### src/rtl/gray_ptr_pkg.sv
// Shared Gray/binary helpers and the default pointer type for the async-FIFO pointer blocks.
// The helpers work on 32-bit vectors; narrower pointers are zero-extended by the caller.
package gray_ptr_pkg;

    localparam int unsigned DefAddrWidth = 4;
    localparam int unsigned FnWidth      = 32;

    typedef logic [DefAddrWidth:0] ptr_t;

    function automatic logic [FnWidth-1:0] bin2gray(input logic [FnWidth-1:0] b);
        return b ^ (b >> 1);
    endfunction

    function automatic logic [FnWidth-1:0] gray2bin(input logic [FnWidth-1:0] g);
        logic [FnWidth-1:0] b;
        b = '0;
        b[FnWidth-1] = g[FnWidth-1];
        for (int i = FnWidth - 2; i >= 0; i--) begin
            b[i] = b[i+1] ^ g[i];
        end
        return b;
    endfunction

endpackage

### src/rtl/IncGrayC.sv
// Gray-code incrementer: Z = gray(bin(A) + CI). Speed selects a parallel (per-bit XOR
// reduction) or a ripple Gray-to-binary conversion; both give identical results.
module IncGrayC #(
    parameter int unsigned Width = 5,
    parameter int unsigned Speed = 1
) (
    input  logic [Width-1:0] A,
    input  logic             CI,
    output logic [Width-1:0] Z
);

    logic [Width-1:0] bin;
    logic [Width-1:0] sum;

    if (Speed != 0) begin : g_fast
        for (genvar i = 0; i < Width; i++) begin : g_bit
            assign bin[i] = ^A[Width-1:i];
        end
    end else begin : g_ripple
        always_comb begin
            logic [Width-1:0] r;
            r = '0;
            r[Width-1] = A[Width-1];
            for (int i = Width - 2; i >= 0; i--) begin
                r[i] = r[i+1] ^ A[i];
            end
            bin = r;
        end
    end

    assign sum = bin + {{(Width-1){1'b0}}, CI};
    assign Z   = sum ^ (sum >> 1);

endmodule

### src/rtl/gray_ptr_sync.sv
// Multi-flop synchronizer for the opposite side's Gray pointer; each bit has its own chain.
module gray_ptr_sync #(
    parameter int unsigned Width  = 5,
    parameter int unsigned Stages = 2
) (
    input  logic             clk_i,
    input  logic             rst_ni,
    input  logic [Width-1:0] d_i,
    output logic [Width-1:0] q_o
);

    logic [Width-1:0] chain_q [Stages];

    always_ff @(posedge clk_i or negedge rst_ni) begin
        if (!rst_ni) begin
            for (int i = 0; i < Stages; i++) begin
                chain_q[i] <= '0;
            end
        end else begin
            chain_q[0] <= d_i;
            for (int i = 1; i < Stages; i++) begin
                chain_q[i] <= chain_q[i-1];
            end
        end
    end

    assign q_o = chain_q[Stages-1];

endmodule

### src/rtl/gray_fifo_ptr.sv
// One side of an async-FIFO pointer pair: Gray pointer, binary address, remote sync, full/empty.
// Optional almost-full/almost-empty flag built when GRAY_PTR_ALMOST_EN is defined.
module gray_fifo_ptr
    import gray_ptr_pkg::*;
#(
    parameter int unsigned AddrWidth    = 4,
    parameter bit          IsWrite      = 1'b1,
    parameter int unsigned SyncStages   = 2,
    parameter int unsigned AlmostThresh = 1
) (
    input  logic               clk_i,
    input  logic               rst_ni,
    input  logic               inc_i,
    input  logic [AddrWidth:0] remote_gray_i,
    output logic [AddrWidth:0] ptr_gray_o,
    output logic [AddrWidth-1:0] addr_o,
    output logic               flag_o,
    output logic               almost_o
);

    localparam int unsigned PtrW = AddrWidth + 1;
    typedef logic [AddrWidth:0] lptr_t;

    // Full means the remote pointer differs from ours only in the top two Gray bits.
    localparam lptr_t FullMask = lptr_t'(3) << (AddrWidth - 1);
    localparam logic  FlagRst  = !IsWrite;

    if (SyncStages < 2) begin : g_sync_chk
        $error("gray_fifo_ptr: SyncStages must be at least 2");
    end
    if (AlmostThresh > (2 ** AddrWidth)) begin : g_thresh_chk
        $error("gray_fifo_ptr: AlmostThresh exceeds FIFO depth");
    end

    lptr_t ptr_q, ptr_d;
    lptr_t bin_q, bin_d;
    logic  flag_q, flag_d;
    logic  almost_q, almost_d;
    lptr_t rs;
    logic  acc;

    assign acc = inc_i & ~flag_q;

    IncGrayC #(
        .Width (PtrW),
        .Speed (1)
    ) u_inc (
        .A  (ptr_q),
        .CI (acc),
        .Z  (ptr_d)
    );

    gray_ptr_sync #(
        .Width  (PtrW),
        .Stages (SyncStages)
    ) u_sync (
        .clk_i  (clk_i),
        .rst_ni (rst_ni),
        .d_i    (remote_gray_i),
        .q_o    (rs)
    );

    assign bin_d = bin_q + {{AddrWidth{1'b0}}, acc};

    always_comb begin
        flag_d = 1'b0;
        if (IsWrite) begin
            flag_d = (ptr_d == (rs ^ FullMask));
        end else begin
            flag_d = (ptr_d == rs);
        end
    end

`ifdef GRAY_PTR_ALMOST_EN
    localparam logic [FnWidth-1:0] PtrMask = FnWidth'((64'd1 << PtrW) - 64'd1);

    logic [FnWidth-1:0] rb_w;
    logic [FnWidth-1:0] bin_ext;
    logic [FnWidth-1:0] level_w;

    assign rb_w    = gray2bin(FnWidth'(rs));
    assign bin_ext = FnWidth'(bin_d);

    always_comb begin
        level_w  = '0;
        almost_d = 1'b0;
        if (IsWrite) begin
            level_w  = (bin_ext - rb_w) & PtrMask;
            almost_d = (level_w >= FnWidth'((2 ** AddrWidth) - AlmostThresh));
        end else begin
            level_w  = (rb_w - bin_ext) & PtrMask;
            almost_d = (level_w <= FnWidth'(AlmostThresh));
        end
    end
`else
    assign almost_d = 1'b0;
`endif

    always_ff @(posedge clk_i or negedge rst_ni) begin
        if (!rst_ni) begin
            ptr_q    <= '0;
            bin_q    <= '0;
            flag_q   <= FlagRst;
            almost_q <= 1'b0;
        end else begin
            ptr_q    <= ptr_d;
            bin_q    <= bin_d;
            flag_q   <= flag_d;
            almost_q <= almost_d;
        end
    end

    assign ptr_gray_o = ptr_q;
    assign addr_o     = bin_q[AddrWidth-1:0];
    assign flag_o     = flag_q;
    assign almost_o   = almost_q;

endmodule

### config.mk
export PLATFORM = sky130hd
export DESIGN_NAME = gray_fifo_ptr
export DESIGN_NICKNAME = d
export VERILOG_FILES = /design/src/rtl/gray_ptr_pkg.sv /design/src/rtl/IncGrayC.sv /design/src/rtl/gray_ptr_sync.sv /design/src/rtl/gray_fifo_ptr.sv
export SDC_FILE = /design/constraint.sdc
export NUM_CORES = 1
export LEC_CHECK = 0
export BUFFER_PORTS_ARGS = -buffer_cell sky130_fd_sc_hd__buf_2
export CORE_MARGIN = 2
export CORE_UTILIZATION = 40
export CTS_BUF_LIST = sky130_fd_sc_hd__clkbuf_2 sky130_fd_sc_hd__clkbuf_4 sky130_fd_sc_hd__clkbuf_8
export CTS_CLUSTER_DIAMETER = 40
export DETAILED_ROUTE_END_ITERATION = 12
export SYNTH_ARGS = -nofsm -noshare
export SYNTH_HDL_FRONTEND = slang
export SYNTH_SLANG_ARGS = --single-unit
### constraint.sdc
create_clock -name clk_i -period 5.3 [get_ports clk_i]
set_input_delay 1.59 -clock clk_i [delete_from_list [all_inputs] [get_ports clk_i]]
set_output_delay 1.59 -clock clk_i [all_outputs]
set_load 0.005 [all_outputs]
==> qor.csv <==
metric,value,unit
status,"finished, final reports clean",
period_needed,3.68,ns
vdd_drop_max,433,uV
drive_gt1_share,27.1,%
setup_viol,0,
p_leak,0.514,nW
post-synth-top-count-cell,dfrtp_1,
placed_cells,109,
muxShareOfSynthArea,2.35,%
syn-num-nets,80,
tns,0,ns
p_int,500,uW
grt_max_degree,21,
synth_edf_count,0,
cts_hold_buf,0,
maxUsedRoutingLayer,met4,
crit_arrival,3.89,ns
syn2layout_area_growth,16.6,%
seqPwrFrac,29.7,%
crit_path_end_kind,flop,
cts_buffers,3,
fin_cells,113,
fin_util,48.6,%
finalCritPeriodShare,69.4,%
placed_cell_area,1000,um2
post-dp-hpwl,985,um
rsz0062_at_grt,false,
ys_warn_count,0,
die_y,51.6,um
wl_met2,683,um
postSynthCellCount,68,
max_clock_freq,272,MHz
syn_area,905,um2
synth_top_flop_cell,dfrtp_1,
ios,19,
n_antenna_cell,0,
worstSetupPathType,in2reg,
portBuffers,17,
antenna_found_initial,0,
comb_power_share,54.9,%
grt_pass1_wl,2.28,mm
hold_viol,0,
finalClockSkew,0.00751,ns
yosys.area.top_type,dfrtp_1,
synth-simple-area-share,9.68,%
synth_top_family_by_area,XOR/XNOR gates,
synth_fa_ha_area_share,5.53,%
synth_top_cells_by_area,"dfrtp_1 55%, xnor2_1 7.7%, xor2_1 5.8%",
postCtsResizedCells,0,
routed_via_density,4.65,
yosys-top-cells-count,"20 x dfrtp_1, 8 x xnor2_1, 6 x xor2_1",
fin_area,1050,um2
synth_compound_area_share,4.70,%
cts_sinks,20,
p_sw,302,uW
start_util,41.7,%
die_x,51.6,um
wl,1.30,mm
cts_root_buffer,clkbuf_4,
grt_pass1_vias,539,
grt.overflow.total,0,
slew_viol_final,0,
via_count,525,
wl_met3,42,um
synth_xor_area_share,18.7,%
fin_nets,98,
ys_ff_latch,20,
synth_top_area_share,55.3,%
core.rowCount,17,
wl_per_cell,11.5,um
cts_buffer_depth,2,
powerDensity,760,nW/um2
power,802,uW
ant_nets,0,
yosysSeqAreaShare,55.3,%
async_reset_ff_share,100,%
die_area,2660,um2
cts_setup_buffers,0,
fillers,200,
gp_congestion,0.658,
cap_viol_max_count,0,
p_sw_share,37.6,%
htreeDepth,1,
core,2170,um2
crit_required,5.52,ns
syn_area_per_cell,13.3,um2
drc,0,
wl_met1,559,um
dr.pass1.iters,4,
cts.clk_slew.worst_paths,0.12,ns
start_kind,input port,
cts_tree,done,
cp_max_fo,6,
worstSkewPairLatency,0.30,ns
synth_cell_types,27,
pwr-share-clk,15.4,%
grt_usage,11.9,%
min_path_type,reg2reg,
drt-initial-drc-count,2,
==> cell type report <==
cell class              count  area [um2]  share of cell area (%)
clock buffers               3        22.5                    2.14
clock inverters             1        30.0                    2.85
inverters                   2        7.51                   0.712
multi-input cells          42         374                    35.5
flip-flops and latches     20         500                    47.4
well taps                  28        35.0                    3.32
repair buffers             17        85.1                    8.07
==> power by group through the flow <==
stage | clock, mW | combinational [mW] | sequential (mW)
after global placement | 0 | 0.448 | 0.241
after global routing | 0.133 | 0.493 | 0.245
after floorplan | 0 | 0.359 | 0.232
final | 0.124 | 0.440 | 0.238
after CTS | 0.128 | 0.450 | 0.238
after detailed placement | 0 | 0.445 | 0.242
==> worst max-delay path: stages <==
cell and delay, ns:
buf_2 0.07, nor2b_1 0.18, ha_1 0.26, ha_1 0.33, and2b_1 0.19, mux2_1 0.36
xnor2_1 0.13, or4b_1 0.55, nor3b_2 0.23
==> metal layers <==
layer  GRT usage [%]  vias to the layer above
met5               0                        -
met4            7.89                        0
met3            1.72                        2
met2            21.4                        9
met1            12.8                      254
li1                -                      260
==> layout by cell type (no fill, tap or decap), types with 2 or more instances in the layout <==
cell / count
buf_2: 17
dfrtp_1: 20
nand3_1: 2
ha_1: 4
xor2_1: 6
clkbuf_4: 3
inv_1: 2
a21oi_1: 4
xnor2_1: 8
==> sequential cells by signal, summed over array words and instances, names as in the netlist <==
register	cells
flag_o	1
u_sync.chain_q	5
u_sync.q_o	5
bin_q	4
ptr_gray_o	5
==> cell families after synthesis <==
| group | after synthesis |
|---|---|
| adder cells (fa/ha/maj) | 4 |
| multiplexers | 2 |
| XOR/XNOR | 16 |
| AO/OA/AOI/OAI | 7 |
| buffers and inverters | 6 |
| AND/OR/NAND/NOR | 12 |
| other | 1 |
| flip-flops | 20 |
==> per-stage QoR <==
stage / worst slack (ns) / hold WS (ns)
floorplan: 1.64 / 0.331
global placement: 1.42 / 0.332
detailed placement: 1.27 / 0.335
CTS: 1.60 / 0.362
global route: 1.48 / 0.381
finish: 1.62 / 0.361
==> path summary, 6_finish.rpt <==
kind | startpoint | endpoint | slack (ns) | cells after the start
worst max-delay path | inc_i | flag_o | 1.62 | 9
worst min-delay path | u_sync.chain_q[7] | u_sync.q_o[2] | 0.36 | 0
worst max register to register | ptr_gray_o[4] | flag_o | 1.77 | 10
worst min register to register | u_sync.chain_q[7] | u_sync.q_o[2] | 0.36 | 0
max in group asynchronous | rst_ni | u_sync.q_o[0] | 3.79 | 1
min in group asynchronous | rst_ni | ptr_gray_o[4] | 1.21 | 1
Note: power is estimated with default switching activity, not from simulation.
